==> src/rtl/pe_stream_decoder.sv <==
// -----------------------------------------------------------------------------
// pe_stream_decoder
//
// Purpose:
//   Receive side of the priority-encoder link. Encoded bit indices arrive one
//   per beat and are OR-accumulated into an N-bit one-hot vector. When a beat
//   carrying in_last is accepted, the rebuilt vector is handed downstream over
//   a valid/ready port. One completed frame can be held in the output register
//   while the next frame accumulates, so the input can run at one beat per
//   cycle as long as the consumer keeps up.
//
// Parameters:
//   N      width of the reconstructed request vector (2..16)
//   IDX_W  index width, 2**IDX_W >= N
//
// Ports:
//   clk        in   1      rising-edge clock
//   rst_n      in   1      asynchronous active-low reset
//   in_valid   in   1      input beat valid
//   in_ready   out  1      decoder can accept a beat
//   in_idx     in   IDX_W  encoded bit position
//   in_last    in   1      final beat of the frame
//   in_empty   in   1      beat carries no index; in_idx ignored
//   out_valid  out  1      reconstructed frame available
//   out_ready  in   1      downstream accepts the frame
//   out_vec    out  N      reconstructed vector
//   out_err    out  1      frame had a duplicate or out-of-range index
// -----------------------------------------------------------------------------
module pe_stream_decoder #(
  parameter int N     = 3,
  parameter int IDX_W = 2
) (
  input  logic             clk,
  input  logic             rst_n,
  input  logic             in_valid,
  output logic             in_ready,
  input  logic [IDX_W-1:0] in_idx,
  input  logic             in_last,
  input  logic             in_empty,
  output logic             out_valid,
  input  logic             out_ready,
  output logic [N-1:0]     out_vec,
  output logic             out_err
);

  typedef enum logic [1:0] {
    IDLE  = 2'd0,
    ACCUM = 2'd1,
    FLUSH = 2'd2
  } state_t;

  state_t state_reg, state_next;

  logic [N-1:0] acc_reg, acc_next;
  logic         acc_err_reg, acc_err_next;
  logic [N-1:0] out_vec_reg, out_vec_next;
  logic         out_err_reg, out_err_next;
  logic         out_valid_reg, out_valid_next;

  logic [N-1:0] hot;
  logic         idx_oob;
  logic         idx_dup;
  logic         beat_err;
  logic         accept;
  logic         out_free;
  logic         load_live;   // final beat goes straight to the output register
  logic         load_flush;  // a frame parked in acc moves to the output register

  // ---------------------------------------------------------------------------
  // Beat decode. Each vector bit compares against its own index, so an index
  // at or beyond N simply matches nothing and leaves hot all-zero.
  // ---------------------------------------------------------------------------
  generate
    for (genvar gi = 0; gi < N; gi++) begin : g_hot
      assign hot[gi] = !in_empty && (in_idx == IDX_W'(gi));
    end
  endgenerate

  // A non-empty beat that lit no bit must have been out of range.
  assign idx_oob  = !in_empty && !(|hot);
  assign idx_dup  = |(acc_reg & hot);
  assign beat_err = idx_oob || idx_dup;

  // in_ready depends only on the state, so accept is derived from the state
  // directly to keep the combinational paths free of loops.
  assign accept   = in_valid && (state_reg != FLUSH);

  // The output register can take a new frame if it is empty now, or if its
  // current frame is being consumed on this same edge.
  assign out_free = !out_valid_reg || out_ready;

  // ---------------------------------------------------------------------------
  // FSM: state register
  // ---------------------------------------------------------------------------
  always_ff @(posedge clk or negedge rst_n) begin
    if (!rst_n) begin
      state_reg <= IDLE;
    end else begin
      state_reg <= state_next;
    end
  end

  // ---------------------------------------------------------------------------
  // FSM: next-state logic
  // ---------------------------------------------------------------------------
  always_comb begin
    state_next = state_reg;
    case (state_reg)
      IDLE, ACCUM: begin
        if (accept) begin
          if (!in_last) begin
            state_next = ACCUM;
          end else if (out_free) begin
            state_next = IDLE;
          end else begin
            state_next = FLUSH;
          end
        end
      end
      FLUSH: begin
        // out_valid is necessarily set here, so out_ready alone frees the
        // output register on this edge.
        if (out_ready) begin
          state_next = IDLE;
        end
      end
      default: state_next = IDLE;
    endcase
  end

  // ---------------------------------------------------------------------------
  // FSM: output / control logic
  // ---------------------------------------------------------------------------
  always_comb begin
    in_ready   = (state_reg != FLUSH);
    load_live  = 1'b0;
    load_flush = 1'b0;
    case (state_reg)
      IDLE, ACCUM: load_live  = accept && in_last && out_free;
      FLUSH:       load_flush = out_ready;
      default: begin
        load_live  = 1'b0;
        load_flush = 1'b0;
      end
    endcase
  end

  // ---------------------------------------------------------------------------
  // Accumulator next value
  // ---------------------------------------------------------------------------
  always_comb begin
    acc_next     = acc_reg;
    acc_err_next = acc_err_reg;
    if (load_flush || load_live) begin
      acc_next     = '0;
      acc_err_next = 1'b0;
    end else if (accept) begin
      // Covers both mid-frame beats and a final beat that found the output
      // register busy: in the latter case acc keeps the finished frame until
      // the FLUSH state can move it out.
      acc_next     = acc_reg | hot;
      acc_err_next = acc_err_reg | beat_err;
    end
  end

  // ---------------------------------------------------------------------------
  // Output register next value
  // ---------------------------------------------------------------------------
  always_comb begin
    out_vec_next   = out_vec_reg;
    out_err_next   = out_err_reg;
    out_valid_next = out_valid_reg;
    if (load_flush) begin
      out_vec_next   = acc_reg;
      out_err_next   = acc_err_reg;
      out_valid_next = 1'b1;
    end else if (load_live) begin
      out_vec_next   = acc_reg | hot;
      out_err_next   = acc_err_reg | beat_err;
      out_valid_next = 1'b1;
    end else if (out_valid_reg && out_ready) begin
      // Data is left in place after a handshake; only valid drops.
      out_valid_next = 1'b0;
    end
  end

  // ---------------------------------------------------------------------------
  // Datapath registers
  // ---------------------------------------------------------------------------
  always_ff @(posedge clk or negedge rst_n) begin
    if (!rst_n) begin
      acc_reg       <= '0;
      acc_err_reg   <= 1'b0;
      out_vec_reg   <= '0;
      out_err_reg   <= 1'b0;
      out_valid_reg <= 1'b0;
    end else begin
      acc_reg       <= acc_next;
      acc_err_reg   <= acc_err_next;
      out_vec_reg   <= out_vec_next;
      out_err_reg   <= out_err_next;
      out_valid_reg <= out_valid_next;
    end
  end

  assign out_valid = out_valid_reg;
  assign out_vec   = out_vec_reg;
  assign out_err   = out_err_reg;

endmodule
==> config.mk <==
export PLATFORM = sky130hd
export DESIGN_NAME = pe_stream_decoder
export DESIGN_NICKNAME = d
export VERILOG_FILES = /design/src/rtl/pe_stream_decoder.sv
export SDC_FILE = /design/constraint.sdc
export NUM_CORES = 1
export LEC_CHECK = 0
export CAP_MARGIN = 15
export CORE_AREA = 5 5 42 44
export DETAILED_ROUTE_END_ITERATION = 8
export DIE_AREA = 0 0 47 49
export GPL_ROUTABILITY_DRIVEN = 0
export GPL_TIMING_DRIVEN = 1
export PLACE_DENSITY = 0.68
export SLEW_MARGIN = 20
export SYNTH_ARGS = -nofsm -noshare
export SYNTH_HDL_FRONTEND = slang
export SYNTH_SLANG_ARGS = --single-unit
export TNS_END_PERCENT = 5
==> constraint.sdc <==
create_clock -name clk -period 1.4 [get_ports clk]
set_clock_uncertainty 0.05 [all_clocks]
set_input_delay 0.28 -clock clk [delete_from_list [all_inputs] [get_ports clk]]
set_output_delay 0.28 -clock clk [all_outputs]
set_load 0.03 [all_outputs]
==> results.ini, run 1 <==
[run_status]
status = completed

[detailed_routing]
detail_route.wirelength_mm = 1.27
drc = 0
drtIter0Drc = 6
drt_first_pass_iters = 4
avgViaCountPerCell = 5.32
ant_nets = 0
via_count = 495
wl_per_cell_um = 13.7

[global_route]
track_usage_pct = 12.8
grt_max_degree = 12
antenna_found_initial = 0
grt_pass1_wl_mm = 2.09
grt_pass1_vias = 489
grt-ovfl-total = 0

[floorplan]
die_h_um = 49
dieArea_um2 = 2300
ioPinCount = 14
initial_utilization_pct = 38.8
fp.dieW_um = 47
rows = 14
fp.coreArea_um2 = 1400

[power]
ir_drop_uv = 803
p_leak_nw = 0.378
power_density_nw_per_um2 = 1220

[setup_path]
crit_type = reg2out
reg2reg_to = out_vec[1]
cp.required_ps = 1070
cp-startpoint = state_reg[0]
crit_arrival_ps = 1040
slowest_delay_ps = 400
r2r_slack_ps = 80
crit_chain = nand2b_4 -> buf_4
r2r_start = state_reg[1]
critPathMaxFanout = 6
slowest_stage = dfrtp_1
worstSetupEndpointType = primary output
reg2regPathDepth = 4
crit_path_start_kind = flop
worstSetupEndpoint = in_ready

[final_layout]
num-nets-final = 86
final_common_cell = dfrtp_1
antenna_cells = 0
num-fill-cells = 123
multi_input_area_um2 = 255
drive_gt1_share_pct = 28.6
syn_to_final_growth_pct = 45.9
seq_area_um2 = 277
final_cell_mix = dfrtp_1, buf_4, nor2_1
final_util_pct = 56.5

[synthesis]
ys_types = 22
synthXorXnorAreaFrac_pct = 0
synth.avg_cell_area_um2 = 10.4
synth-main-ff-cell = dfrtp_1
synthSimpleGateAreaFrac_pct = 16.1
synth_top_family_by_area = compound AO/OA/AOI/OAI gates
synth-compound-area-share_pct = 21.0
synthAdderAreaFrac_pct = 0
synth-edff-count = 0
synth_nets = 60
netlist_area_um2 = 543
ys_ff_latch = 11
synthMuxAreaShare_pct = 7.37
synth_warnings = 0
synth_cells = 52
async_flop_share_pct = 100
yosysSeqAreaShare_pct = 50.7

[sta]
hold_slack_ps = 141
clock.fmax_mhz = 731
period_needed_ps = 1370
drv_slew = 0
hold_violations = 0
setup_viol = 0
relSlewSlack_pct = 80.1
worst_pin_slew_ps = 299
setup_ws_ps = 32.4
rsz0062_at_grt = false
tns_ps = 0
min_period_over_period_pct = 97.7

[placed_design]
place_worst_setup_slack_ps = -256
place_hpwl_um = 940
portBuffers = 13

[clocking]
cts_buffers = 3
cts_tree = yes
clk_latency_ps = 280
htreeDepth = 1
cts.clk_slew.worst_paths_ps = 80
cts.sinks = 11
clockRootBuffer = clkbuf_4
cts_buffer_depth = 2
cts.hold.buffers_added = 0

[job]
max_cap_violations = 0

[hold_path]
hp-class = in2reg

-- worst min-delay path by stage --
stage,from,end,slack [ps],cells past startpoint
after floorplan,rst_n,acc_err_reg,-70,0
after global placement,state_reg[1],state_reg[0],440,1
after detailed placement,state_reg[1],state_reg[0],450,1
after CTS,rst_n,state_reg[1],230,2
after global routing,out_ready,state_reg[1],170,2
final,out_ready,state_reg[1],140,2
-- area by class of cell --
class	instances	share of cell area, %
flip-flops and latches	11	34.9
multi-input cells	35	32.2
repair buffers	22	24.5
clock buffers	3	2.84
well taps	16	2.53
inverters	5	2.37
clock inverters	1	0.632
-- critical path: cells and delay by family (launching register included) --
kind | cells | cell delay (ps)
buffers and inverters | 1 | 180
flip-flops | 1 | 400
AND/OR/NAND/NOR | 1 | 180
-- through the flow --
stage	total power, mW	area (µm²)	std cells
3_3_place_gp	0.765	751	89
6_report	0.969	792	93
2_1_floorplan	0.610	543	52
5_1_grt	1.03	792	93
4_1_cts	0.974	779	93
3_5_place_dp	0.768	751	89
-- routing by layer --
metal | up-vias | wire length (µm) | share of wire [%] | track usage (%)
met2 | 16 | 558 | 44 | 17.6
met1 | 234 | 588 | 46 | 16.4
met4 | 0 | 43 | 3.4 | 10.1
li1 | 240 | - | - | -
met5 | - | 0 | 0 | 0
met3 | 5 | 81 | 6.4 | 2.95
-- logic make-up (layout without fill, tap and decap cells) --
kind of cell,count (synthesis),in the layout
AO/OA/AOI/OAI,15,15
buffers and inverters,6,31
flip-flops,11,11
multiplexers,4,4
AND/OR/NAND/NOR,16,16
-- cells in the mapped netlist, drive strengths merged, types with 2 or more instances --
| library cell | number | area share [%] |
|---|---|---|
| dfrtp | 11 | 51 |
| nor2 | 7 | 4.8 |
| inv | 5 | 3.5 |
| mux2i | 4 | 7.4 |
| a31oi | 3 | 3.5 |
| a211oi | 2 | 3.7 |
| a21oi | 2 | 1.8 |
| a41oi | 2 | 3.2 |
| nand3b | 2 | 2.8 |
| nor3 | 2 | 1.8 |
| o211ai | 2 | 2.8 |
| o21ai | 2 | 2.5 |
-- report_power, final --
| group | switching, mW | internal, mW |
|---|---|---|
| sequential | 0.0406 | 0.380 |
| clock | 0.123 | 0.106 |
| combinational | 0.179 | 0.140 |
-- repair_timing --
item / CTS / global route
setup buffers: 0 / 0
endpoints found under the setup margin: 6 / 9
gates resized for setup: 7 / 9
Note: power is estimated with default switching activity, not from simulation.
==> inputs of run 2 (changes only) <==
--- a/config.mk
+++ b/config.mk
@@ -7,6 +7,7 @@
 export LEC_CHECK = 0
 export CAP_MARGIN = 15
 export CORE_AREA = 5 5 42 44
+export CTS_CLUSTER_DIAMETER = 30
 export DETAILED_ROUTE_END_ITERATION = 8
 export DIE_AREA = 0 0 47 49
 export GPL_ROUTABILITY_DRIVEN = 0
@@ -16,4 +17,3 @@
 export SYNTH_ARGS = -nofsm -noshare
 export SYNTH_HDL_FRONTEND = slang
 export SYNTH_SLANG_ARGS = --single-unit
-export TNS_END_PERCENT = 5
==> run 2 against run 1 <==
  * Critical path depth unchanged
  * Sequential power about the same
  * Final area increased by 0.95%
  * Clock power about the same
  * Register-to-register slack about the same
  * Die area unchanged
  * Critical endpoint unchanged
==> results.ini, run 2 (synthesis gave the netlist of run 1 again) <==
[run_status]
status = completed

[detailed_routing]
drt_first_pass_iters = 4  ; unchanged
via_count = 501  ; +1.2%
drc = 0  ; unchanged
drtIter0Drc = 6  ; unchanged
ant_nets = 0  ; unchanged
wl_per_cell_um = 13.7  ; +0.18%
wl_met2_um = 568  ; +1.8%
top_layer = met4
wl_met3_um = 81  ; unchanged
detail_route.wirelength_mm = 1.29  ; +1.3%
wl_met1_um = 593  ; +0.85%
avgViaCountPerCell = 5.33  ; +0.14%

[setup_path]
cp.required_ps = 1070  ; about the same
critPathMaxFanout = 6  ; unchanged
worstSetupEndpointType = primary output
crit_path_start_kind = flop
crit_type = reg2out
crit_arrival_ps = 1040  ; about the same

[placed_design]
dp.cells = 89  ; unchanged
dpl-instance-area_um2 = 751  ; unchanged
place_hpwl_um = 940  ; unchanged
portBuffers = 13  ; unchanged

[clocking]
clockRootBuffer = clkbuf_4
cts.sinks = 11  ; unchanged
cts.hold.buffers_added = 0  ; unchanged
htreeDepth = 1  ; unchanged
cts_buffer_depth = 2  ; unchanged
cts.clk_slew.worst_paths_ps = 80  ; about the same
clk_latency_ps = 280  ; about the same
cts_tree = yes
cts_buffers = 3  ; unchanged

[final_layout]
final_util_pct = 57.1  ; +0.54 points
final_cell_mix = dfrtp_1, buf_4, nor2_1
final_cells = 94  ; +1.1%
antenna_cells = 0  ; unchanged
num-nets-final = 87  ; +1.2%
syn_to_final_growth_pct = 47.2
drive_gt1_share_pct = 29.5  ; +0.92 points
final_cell_area_um2 = 800  ; +0.95%

[hold_path]
hp-class = in2reg

[floorplan]
fp.dieW_um = 47  ; unchanged
die_h_um = 49  ; unchanged
dieArea_um2 = 2300  ; unchanged
initial_utilization_pct = 38.8  ; unchanged
ioPinCount = 14  ; unchanged
rows = 14  ; unchanged
fp.coreArea_um2 = 1400  ; unchanged

[job]
max_cap_violations = 0  ; unchanged

[global_route]
grt_pass1_vias = 489  ; unchanged
grt_max_degree = 12  ; unchanged
track_usage_pct = 12.8  ; unchanged
grt-ovfl-total = 0  ; unchanged
grt_pass1_wl_mm = 2.09  ; unchanged
antenna_found_initial = 0  ; unchanged

[sta]
rsz0062_at_grt = false
relSlewSlack_pct = 80.1  ; unchanged
hold_slack_ps = 141  ; -0.150 ps
hold_violations = 0  ; unchanged
period_needed_ps = 1370  ; +1.32 ps
clock.fmax_mhz = 730  ; about the same
setup_viol = 0  ; unchanged
tns_ps = 0  ; unchanged
min_period_over_period_pct = 97.8  ; about the same
worst_pin_slew_ps = 299  ; unchanged
drv_slew = 0  ; unchanged

[power]
p_leak_nw = 0.383  ; +1.4%
power_density_nw_per_um2 = 1220  ; -0.55%
ir_drop_uv = 803  ; about the same

-- run 2: cell count changes in the layout (fill, tap and decap cells not counted) --
cell and delta:
buf_4 +1
-- run 2: critical path, cell delays in order, from the launching register on --
cell and delay [ps]:
dfrtp_1 400, nand2b_4 180, buf_4 180
-- run 2: repair_timing --
| action | in CTS | in global routing |
|---|---|---|
| setup endpoints to repair | 6 | 9 |
| setup buffers | 0 | 1 |
| gates resized for setup | 7 | 9 |
-- run 2: area by class of cell --
type	count	area, µm²
fill	122	602
sequential	11	277
multi-input combinational	35	255
timing repair buffer	23	201
clock buffer	3	22.5
tap	16	20.0
inverter	5	18.8
clock inverter	1	5.00
-- run 2: metal layers --
metal / global-route usage (%) / vias to the layer above
li1: - / 242
met1: 16.4 / 238
met2: 17.6 / 16
met3: 2.95 / 5
met4: 10.1 / 0
met5: 0 / -
-- run 2: metrics by stage --
stage | total power [mW] | setup slack [ps]
detailed placement | 0.768 | -256
floorplan | 0.610 | 45.0
global route | 1.03 | 0.224
global placement | 0.765 | -257
finish | 0.972 | 31.0
CTS | 0.974 | 7.41
-- run 2: final timing paths --
path	startpoint	to	slack [ps]	cells past startpoint
worst max-delay path	state_reg[0]	in_ready	30	2
worst min-delay path	out_ready	state_reg[1]	140	2
worst max register to register	state_reg[1]	out_vec[1]	80	4
worst min register to register	out_vec[0]	out_vec[0]	480	2
max in group asynchronous	rst_n	state_reg[1]	910	2
min in group asynchronous	rst_n	out_valid	230	2
-- run 2: power by group --
group	internal, mW	total (mW)	switching [mW]
combinational	0.143	0.323	0.180
clock	0.106	0.229	0.123
sequential	0.380	0.421	0.0407
total	0.629	0.972	0.343
